===== config.mk =====
export PLATFORM = sky130hd
export DESIGN_NAME = maze_tile_blitter
export DESIGN_NICKNAME = d
export VERILOG_FILES = /design/src/rtl/maze_tile_blitter.sv
export SDC_FILE = /design/constraint.sdc
export NUM_CORES = 1
export LEC_CHECK = 0
export ABC_AREA = 1
export CORE_ASPECT_RATIO = 0.9
export CORE_MARGIN = 2
export CORE_UTILIZATION = 55
export DETAILED_ROUTE_END_ITERATION = 10
export PLACE_DENSITY = 0.84
export SLEW_MARGIN = 10
export SYNTH_ARGS = -nofsm -noshare
export SYNTH_HDL_FRONTEND = slang
export SYNTH_SLANG_ARGS = --single-unit

===== constraint.sdc =====
create_clock -name clk -period 8.4 [get_ports clk]
set_input_delay 2.1 -clock clk [delete_from_list [all_inputs] [get_ports clk]]
set_output_delay 2.1 -clock clk [all_outputs]
set_load 0.02 [all_outputs]

===== src/rtl/maze_tile_blitter.sv =====
// Turns fill-tile / clear-screen commands into single-pixel SRAM writes.
// Ports: cmd_* in (valid/ready), sram_wr_* out (ready back), busy/done/err status.
module maze_tile_blitter #(
  parameter int H_RES  = 800,
  parameter int V_RES  = 600,
  parameter int TILE_W = 20,
  parameter int TILE_H = 20,
  parameter int GRID_W = 40,
  parameter int GRID_H = 30
) (
  input  logic        clk,
  input  logic        rst_n,
  input  logic        cmd_valid,
  output logic        cmd_ready,
  input  logic        cmd_op,
  input  logic [5:0]  cmd_col,
  input  logic [4:0]  cmd_row,
  input  logic [23:0] cmd_color,
  output logic        sram_wr_en,
  output logic [19:0] sram_wr_addr,
  output logic [31:0] sram_wr_data,
  input  logic        sram_wr_ready,
  output logic        busy,
  output logic        done,
  output logic        err
);

  typedef enum logic [1:0] {
    S_IDLE,
    S_SETUP,
    S_WRITE,
    S_FINISH
  } state_e;

  localparam logic [19:0] ROW_STEP = 20'(TILE_H * H_RES);
  localparam logic [19:0] COL_STEP = 20'(TILE_W);
  localparam logic [19:0] PITCH    = 20'(H_RES);

  state_e      state_q, state_d;
  logic        op_q, op_d;
  logic [5:0]  col_q, col_d;
  logic [4:0]  row_q, row_d;
  logic [23:0] color_q, color_d;
  logic [19:0] addr_q, addr_d;
  logic [9:0]  x_q, x_d;
  logic [9:0]  y_q, y_d;
  logic        err_q, err_d;

  logic [9:0]  span_w;
  logic [9:0]  span_h;
  logic [19:0] base;

  assign span_w = op_q ? 10'(H_RES) : 10'(TILE_W);
  assign span_h = op_q ? 10'(V_RES) : 10'(TILE_H);
  // Constant multiplies, evaluated once per command in SETUP.
  assign base = 20'(row_q) * ROW_STEP + 20'(col_q) * COL_STEP;

  always_comb begin
    state_d = state_q;
    op_d    = op_q;
    col_d   = col_q;
    row_d   = row_q;
    color_d = color_q;
    addr_d  = addr_q;
    x_d     = x_q;
    y_d     = y_q;
    err_d   = err_q;
    unique case (state_q)
      S_IDLE: begin
        if (cmd_valid) begin
          op_d    = cmd_op;
          col_d   = cmd_col;
          row_d   = cmd_row;
          color_d = cmd_color;
          x_d     = '0;
          y_d     = '0;
          err_d   = 1'b0;
          state_d = S_SETUP;
        end
      end
      S_SETUP: begin
        if (op_q) begin
          addr_d  = '0;
          color_d = '0;
          state_d = S_WRITE;
        end else if (col_q >= 6'(GRID_W) ||
                     row_q >= 5'(GRID_H)) begin
          err_d   = 1'b1;
          state_d = S_FINISH;
        end else begin
          addr_d  = base;
          state_d = S_WRITE;
        end
      end
      S_WRITE: begin
        if (sram_wr_ready) begin
          if (x_q == span_w - 10'd1) begin
            x_d = '0;
            if (y_q == span_h - 10'd1) begin
              state_d = S_FINISH;
            end else begin
              y_d    = y_q + 10'd1;
              // Jump to the first pixel of the next line of the span.
              addr_d = addr_q + PITCH - 20'(span_w) + 20'd1;
            end
          end else begin
            x_d    = x_q + 10'd1;
            addr_d = addr_q + 20'd1;
          end
        end
      end
      S_FINISH: begin
        state_d = S_IDLE;
      end
      default: begin
        state_d = S_IDLE;
      end
    endcase
  end

  always_ff @(posedge clk) begin
    if (!rst_n) begin
      state_q <= S_IDLE;
      op_q    <= 1'b0;
      col_q   <= '0;
      row_q   <= '0;
      color_q <= '0;
      addr_q  <= '0;
      x_q     <= '0;
      y_q     <= '0;
      err_q   <= 1'b0;
    end else begin
      state_q <= state_d;
      op_q    <= op_d;
      col_q   <= col_d;
      row_q   <= row_d;
      color_q <= color_d;
      addr_q  <= addr_d;
      x_q     <= x_d;
      y_q     <= y_d;
      err_q   <= err_d;
    end
  end

  assign cmd_ready    = (state_q == S_IDLE);
  assign busy         = (state_q != S_IDLE);
  assign sram_wr_en   = (state_q == S_WRITE);
  assign sram_wr_addr = addr_q;
  assign sram_wr_data = {8'h00, color_q};
  assign done         = (state_q == S_FINISH);
  assign err          = (state_q == S_FINISH) && err_q;

endmodule


=== Yosys cells after proc, flatten, opt, wreduce, memory -nomap -nowiden ===
Cells that the tools add are included.

* $add $sub $neg: 9
* Multiply operators: 2
* Div/mod/pow operators: 0
* $lt $le $gt $ge: 2
* Eq/ne operators: 15
* Shift operators: 0
* Mux-type cells: 30
* Bitwise operators: 0
* Reduce and logical (&&, ||, !) cells: 14

{| class="wikitable"
|+ Operators with widths
! kind !! number
|-
| 2-to-1 mux 20 bit || 5
|-
| 2-to-1 mux 10 bit || 8
|-
| 2-to-1 mux 24 bit || 2
|-
| case mux 24 bit (2 select lines) || 1
|-
| adder 20 x 1 -> 20 bit, second input constant || 2
|-
| case mux 10 bit (2 select lines) || 2
|-
| case mux 20 bit (2 select lines) || 1
|-
| adder 10 x 1 -> 10 bit, second input constant || 2
|-
| adder 19 x 11 -> 20 bit || 1
|-
| adder 20 x 10 -> 20 bit, second input constant || 1
|-
| equality test 10 bit || 2
|-
| subtractor 10 x 1 -> 10 bit, second input constant || 2
|-
| subtractor 20 x 10 -> 20 bit || 1
|-
| multiplier 5 x 7 -> 12 bit, second input constant || 1
|-
| AND reduction 4 bit || 3
|-
| inequality test 2 bit, second input constant || 5
|-
| multiplier 6 x 3 -> 9 bit, second input constant || 1
|-
| 2-to-1 mux 2 bit || 4
|-
| case mux 2 bit (4 select lines) || 1
|-
| nonzero test 2 bit || 4
|-
| >= comparator 6 bit, second input constant || 1
|-
| inequality test 2 x 1 -> 1 bit, second input constant || 3
|-
| inequality test 3 bit, second input constant || 2
|-
| AND reduction 3 bit || 2
|-
| 10 further kinds || 15
|}

* Register bits: 79
* Latch bits: 0
* Memory bits (writable): 0
* ROM bits: 0
* Input bits: 40
* Memories kept: 0

=== Longest topological paths before layout ===
Gate-level depths: netlist of the first run.

* Word-level depth: 7
* Depth in mapped cells: 21
* Depth with buffers taken out: 21

=== Worst setup path before layout of the first run ===
No wires, ideal clock.

* Path kind: flip-flop to flip-flop
* Start point: reg row_q[2]
* End point: reg addr_q[17], in the netlist sram_wr_addr[17]
* Setup time: 109 ps
* Arrival time: 3310 ps
* Setup slack: 4980 ps
* Cell stages (with the launch flop): 21
* Buffers on the path: 0
* Cell sequence: dfxtp_1 -> fa_1 -> inv_1 -> fa_1 -> fa_1 -> inv_1 -> ha_1 -> nand2_1 -> nand2_1 -> inv_1 -> nand2_1 -> nand2_1 -> nand2_1 -> inv_1 -> nand2_1 -> nor2_2 -> nand3_1 -> nand3_1 -> nand3_1 -> nand2_1 -> inv_1

* Cells in the longest elaborated chain, start to end: 5
* Elaborated cells between the ends (all ways): 9
* Classes of those cells: add/sub (1); mul (1); order compare (1); eq/ne (1); mux (3); reduce/logical (2)

{| class="wikitable"
|+ Ends and longest elaborated chain
! what !! line !! source
|-
| start: declaration || 42 || <nowiki>logic [4:0] row_q, row_d;</nowiki>
|-
| start signal: assignment || 136 || <nowiki>row_q <= row_d;</nowiki>
|-
| multiplier 5 x 7 -> 12 bit || 56 || <nowiki>assign base = 20'(row_q) * ROW_STEP + 20'(col_q) * COL_STEP;</nowiki>
|-
| adder 19 x 11 -> 20 bit || 56 ||
|-
| 2-to-1 mux 20 bit || 86 || <nowiki>end else if (col_q >= 6'(GRID_W) ||</nowiki>
|-
| 2-to-1 mux 20 bit || 82 || <nowiki>if (op_q) begin</nowiki>
|-
| case mux 20 bit (2 select lines) || 68 || <nowiki>unique case (state_q)</nowiki>
|-
| end signal: assignment || 138 || <nowiki>addr_q <= addr_d;</nowiki>
|-
| end: declaration || 44 || <nowiki>logic [19:0] addr_q, addr_d;</nowiki>
|}

Parallel ways exist; a longest one is shown, timed or not. The select of a mux whose other input is x is not followed.
A chain may end at the register's enable or synchronous reset.

=== Worst setup path in the final report of the first run ===
* Start point: reg state_q[0]
* End point: out busy

* Cells in the longest elaborated chain, start to end: 1

{| class="wikitable"
|+ Ends and longest elaborated chain
! what !! line !! source
|-
| start: declaration || 39 || <nowiki>state_e state_q, state_d;</nowiki>
|-
| start signal: assignment || 133 || <nowiki>state_q <= state_d;</nowiki>
|-
| nonzero test 2 bit || 146 || <nowiki>assign busy = (state_q != S_IDLE);</nowiki>
|-
| end: declaration || 23 || <nowiki>output logic busy,</nowiki>
|}

No other way between the ends.

==> out/metrics.yaml, run 1 <==
outcome: "finished, final reports clean"
post-place-ws_ns: 4.53
finalCriticalPeriod_ns: 3.99
gp_congestion: 0.938
cts_buffers: 9
cts_hold_buf: 0
postCtsSetupBuffers: 0
yosysSeqAreaShare: 0.236
dieHeight_um: 109
cts_buffer_depth: 2
ant_nets: 0
crit_required_ns: 6.30
crit_fanout: 5
start_util: 0.559
ios: 97
max-vdd-ir-drop_mv: 0.155
cp-end-kind: "output pin"
reg2reg_from: "row_q[4]$_SDFFE_PN0P_"
rows: 38
synth_area_leaders: "dfxtp_1, nand2_1, ha_1"
htreeDepth: 3
clock_latency_ns: 0.34
grt_pass1_wl_um: 27300
leakagePower_nw: 3.59
n_antenna_cell: 0
regArea_um2: 1580
yosysWarnings: 0
yosysTopAreaCell: "dfxtp_1"
yosysUniqueCellTypes: 48
ys_seq_elements: 79
nFillCells: 1053
drv_slew: 0
clk_pin_slew_worst_paths_ns: 0.07
grt_use_met2: 0.405
min_path_cells: 2
routed_wl_um: 16800
min_to: "color_q[10]$_SDFFE_PN0P_"
grt.busiest_layer: "met2"
synth_edf_count: 0
grt_max_degree: 39
grt.met1_usage: 0.362
wl_per_cell_um: 13.3
drive_above_1_share: 0.0472
synth_top_flop_cell: "dfxtp_1"
timing.fmax_mhz: 251
dieArea_um2: 13100
nNetsFinal: 1220
hold_ws_ns: 0.462
cap_viol_max_count: 0
r2r_cells: 19
synth_commonest_cells: "nand2_1, inv_1, a21oi_1"
core_um2: 12000
startpoint_type: "register"
initialDrtViolationCount: 407
worstHoldPathType: "register to register"
syn_area_um2: 6700
die_x_um: 120
root_buffer: "clkbuf_16"
vias_per_cell: 5.33
track_usage: 0.254
drcViolationCount: 0
place.port_buffers: 88
worst_slew_pin_slew_ns: 0.664
overflow: 0
synth-async-reset-ratio: 0
min_from: "color_q[10]$_SDFFE_PN0P_"
cts_resized: 0
syn_inst: 1016
firstDrtPassIters: 5
p_per_area_nw_per_um2: 322
vias: 6724
r2r_end: "sram_wr_addr[19]$_SDFFE_PN0P_"
antenna_found_initial: 0
cts_sinks: 79
skew_ns: 0.00906
grt_pass1_vias: 5955
fin_setup_tns_ns: 0
dp_hpwl_um: 12800
max_slew_margin: 0.556
critical_path_class: "register to output pin"
fin_crit_sh: 0.475
met3_usage: 0.0377
setup_viol: 0
hold_violations: 0
rrSetupSlack_ns: 4.63
syn_avg_cell_area_um2: 6.59
cp_data_arrival_time_ns: 1.89
setup_slack_ns: 4.41
yosys.cell_count.top_type: "nand2_1"
multi_input_area_um2: 4450
syn_to_final_growth_pct: 18.9
yosysTopAreaCellShare: 0.236
rsz0062_at_grt: "no"
tritoncts: "done"
fin_util: 0.664
==> area by class of cell <==
class                      count  share of cell area
clock buffer                  10              0.0300
timing repair buffer          93               0.115
sequential                    79               0.199
inverter                     136              0.0648
clock inverter                 6             0.00660
tap                          160              0.0251
multi-input combinational    777               0.559
==> report_power, final <==
group	internal (mW)	total (mW)	switching, mW	leakage, nW
Sequential	0.452	0.555	0.104	0.646
Combinational	0.600	1.63	1.03	2.81
Clock	0.212	0.378	0.166	0.137
==> state kept, by name (all words and copies together), names as in the netlist <==
signal,cells
row_q,5
col_q,6
op_q,1
y_q,10
err_q,1
color_q,24
x_q,10
sram_wr_addr,20
state_q,2
==> how the worst max path moves through the flow <==
stage                                  startpoint  slack, ns                       endpoint
final                     state_q[0]$_SDFFE_PN0P_       4.41                           busy
after global placement                  cmd_valid       4.64       color_q[10]$_SDFFE_PN0P_
after detailed placement                cmd_valid       4.53       color_q[23]$_SDFFE_PN0P_
after CTS                 state_q[0]$_SDFFE_PN0P_       4.41                           busy
after global routing        row_q[4]$_SDFFE_PN0P_       4.30  sram_wr_addr[19]$_SDFFE_PN0P_
after floorplan             row_q[2]$_SDFFE_PN0P_       4.98  sram_wr_addr[17]$_SDFFE_PN0P_
==> cells in the final DEF (no fill, tap or decap), drive strengths merged <==
| cell | netlist | layout |
|---|---|---|
| nand2 | 261 | 261 |
| inv | 136 | 138 |
| a21oi | 102 | 102 |
| nor2 | 102 | 102 |
| clkdlybuf4s50 | 0 | 88 |
| dfxtp | 79 | 79 |
| ha | 72 | 72 |
| o21ai | 66 | 66 |
| nand3 | 63 | 63 |
| xor2 | 23 | 23 |
| nor3 | 21 | 21 |
| fa | 12 | 12 |
| nand4 | 10 | 10 |
| clkbuf | 18 | 10 |
| conb | 1 | 8 |
| nand3b | 6 | 6 |
| buf | 13 | 5 |
| o21bai | 4 | 4 |
| nor4 | 4 | 4 |
| xnor2 | 3 | 3 |
| or2 | 3 | 3 |
| nor3b | 3 | 3 |
| o221ai | 2 | 2 |
| and2 | 2 | 2 |
| a21o | 2 | 2 |
| a31oi | 2 | 2 |
| clkinvlp | 0 | 2 |
| clkinv | 0 | 2 |
| o31ai | 2 | 2 |
| a21boi | 1 | 1 |
| o21a | 1 | 1 |
| a211oi | 1 | 1 |
| a41oi | 1 | 1 |
==> critical path, cell delays in order (launching register included) <==
cell	delay, ns
dfxtp_1	0.42
inv_1	0.09
ha_1	0.25
inv_1	0.15
clkdlybuf4s50_1	0.64
==> stage by stage <==
stage / total power [mW] / cell area (um2) / cells
6_report: 2.56 / 7960 / 1261
5_1_grt: 2.81 / 7960 / 1261
4_1_cts: 2.56 / 7960 / 1261
3_5_place_dp: 2.17 / 7670 / 1245
3_3_place_gp: 2.13 / 7670 / 1245
2_1_floorplan: 1.76 / 6720 / 1023
==> cells by family (layout without fill, tap and decap cells) <==
group,Yosys count,in the layout,share of synthesized area
buf+inv,167,245,0.103
xor+xnor,26,26,0.0340
simple gates,475,475,0.309
flops,79,79,0.236
fa+ha+maj,84,84,0.170
compound gates,184,184,0.147
other cells,1,8,0.000560
==> routing by layer <==
layer  wire, um  up-vias  share of wire
met2       7630      185           0.45
met1       8000     3063           0.48
met4        259        0          0.015
met5          0        -              0
met3        886       26          0.053
li1           -     3450              -
(Power assumes the default switching activity.)
==> run 2, diff against run 1 <==
Clock period 8.4 ns to 3.7 ns, I/O delays scaled along.
==> run 2 against run 1 <==
Against the previous run:
- hold slack got worse by 0.0014 ns
- combinational power rose by 140%
- cell area rose by 1.2%
- non-clock buffer count rose by 5
- critical path depth rose by 15
- largest power group unchanged
- highest routed layer unchanged
==> out/metrics.yaml, run 2 (synthesized netlist as in run 1, its figures left out) <==
outcome: "finished, final reports clean"
grt_pass1_vias: 5952  # -0.050%
finalCriticalPeriod_ns: 3.49
cpMostUsedCell: "nand2_1"
dp_hpwl_um: 12700  # -0.16%
ios: 97  # unchanged
cap_viol_max_count: 0  # unchanged
clk_pin_slew_worst_paths_ns: 0.06  # about the same
vias_per_cell: 5.36  # +0.57%
nFillCells: 1060  # +0.66%
crit_fanout: 6  # +1
vias: 6784  # +0.89%
power_mw: 6.07  # +140%
core_um2: 12000  # unchanged
drive_above_1_share: 0.0615  # +0.0143
ant_nets: 0  # unchanged
critical_path_class: "register to register"
cts_hold_buf: 0  # unchanged
min_path_cells: 2  # unchanged
leakagePower_nw: 3.62  # +0.97%
cp_data_arrival_time_ns: 3.76  # +1.87 ns
fin_util: 0.672  # +0.00783
track_usage: 0.258  # +0.00392
die_x_um: 120  # unchanged
crit_family: "adder cells"
cpPeakStageDelay_ns: 0.60  # -0.04 ns
layout_commonest_cell: "nand2_1"
wl_per_cell_um: 13.5  # +1.2%
initialDrtViolationCount: 565  # +39%
nNetsFinal: 1225  # +0.41%
worst_slew_pin_slew_ns: 0.664  # +0.000229 ns
p_per_area_nw_per_um2: 754  # +130%
tritoncts: "done"
dieHeight_um: 109  # unchanged
gp_congestion: 0.888  # -5.4%
setup_viol: 0  # unchanged
hold_ws_ns: 0.461  # -0.00141 ns
firstDrtPassIters: 5  # unchanged
skew_ns: 0.00606  # -0.00300 ns
drcViolationCount: 0  # unchanged
max-vdd-ir-drop_mv: 0.420  # +170%
drv_slew: 0  # unchanged
worstHoldPathType: "register to register"
max_flop_register: "color_q"
rows: 38  # unchanged
htreeDepth: 3  # unchanged
grt_pass1_wl_um: 27700  # +1.5%
cp-end-kind: "register"
cts_buffers: 9  # unchanged
overflow: 0  # unchanged
grt_max_degree: 28  # -28%
cts_sinks: 79  # unchanged
startpoint_type: "register"
crit_required_ns: 3.97  # -2.33 ns
timing.fmax_mhz: 287
fin_setup_tns_ns: 0  # unchanged
layout_common_cells: "nand2_1, inv_1, a21oi_1, nor2_1, clkdlybuf4s50_1"
r2r_cells: 19  # unchanged
place.port_buffers: 88  # unchanged
cp_cell_sequence: "fa_1 > inv_2 > fa_1 > fa_1 > inv_1 > ha_4 > nand2_1 > nand2_1 > inv_2 > nand2_2 > nand2_1 > nand2_2 > inv_1 > nand2_1 > nor2_2 > nand3_2 > nor2_2 > nor2_1 > a21oi_1"
antenna_found_initial: 0  # unchanged
hold_violations: 0  # unchanged
clock_latency_ns: 0.34  # about the same
dieArea_um2: 13100  # unchanged
cp.depth: 19  # +15
cp_slowest_cell: "fa_1"
path_buf_inv: 4  # +1
cts_buffer_depth: 2  # unchanged
start_util: 0.559  # unchanged
largest_register_ff_count: 24  # unchanged
n_antenna_cell: 0  # unchanged
syn_to_final_growth_pct: 20.3
fin_crit_sh: 0.943
root_buffer: "clkbuf_16"
max_slew_margin: 0.555  # about the same
routed_wl_um: 17000  # +1.6%
[run 2: metrics by stage]
step / instance area [um2] / setup WS (ns) / instances
global placement: 7700 / 0.191 / 1249
finish: 8050 / 0.211 / 1265
global route: 8050 / -0.0325 / 1265
floorplan: 6720 / 0.280 / 1023
CTS: 8010 / 0.0523 / 1264
detailed placement: 7700 / 0.0688 / 1249
[run 2: layout make-up]
| class | instances | area [um2] | area share |
|---|---|---|---|
| Timing Repair Buffer | 98 | 956 | 0.119 |
| Sequential cell | 79 | 1580 | 0.197 |
| Tap cell | 160 | 200 | 0.0249 |
| Clock inverter | 6 | 86.3 | 0.0107 |
| Inverter | 136 | 515 | 0.0640 |
| Multi-Input combinational cell | 777 | 4490 | 0.557 |
| Clock buffer | 9 | 225 | 0.0280 |
[run 2: what timing repair did]
item / 4_1_cts / 5_1_grt
gates resized for setup: 0 / 12
endpoints found under the setup margin: 0 / 6
buffers inserted: 0 / 1
[run 2: worst paths after layout]
| check | from | to | slack, ns |
|---|---|---|---|
| worst min-delay path | color_q[7]$_SDFFE_PN0P_ | color_q[7]$_SDFFE_PN0P_ | 0.46 |
| worst min register to register | color_q[7]$_SDFFE_PN0P_ | color_q[7]$_SDFFE_PN0P_ | 0.46 |
| worst max register to register | row_q[4]$_SDFFE_PN0P_ | sram_wr_addr[19]$_SDFFE_PN0P_ | 0.21 |
| worst max-delay path | row_q[4]$_SDFFE_PN0P_ | sram_wr_addr[19]$_SDFFE_PN0P_ | 0.21 |
[run 2: layer usage]
metal | share of wire | GRT usage | vias up | wire (um)
met1 | 0.47 | 0.367 | 3118 | 8030
met2 | 0.46 | 0.414 | 192 | 7920
met5 | 0 | 0 | - | 0
met4 | 0.014 | 0.0731 | 0 | 234
met3 | 0.050 | 0.0324 | 18 | 850
li1 | - | - | 3456 | -
[run 2: worst min-delay path, cell delays in order (launching register included)]
cell and delay (ns):
dfxtp_1 0.31, nand2_1 0.06, a21oi_1 0.05
[run 2: power breakdown]
| part | switching, mW | total (mW) | internal, mW | leakage, nW |
|---|---|---|---|---|
| combinational | 2.45 | 3.88 | 1.43 | 2.83 |
| sequential | 0.221 | 1.25 | 1.03 | 0.647 |
| clock | 0.361 | 0.947 | 0.586 | 0.151 |
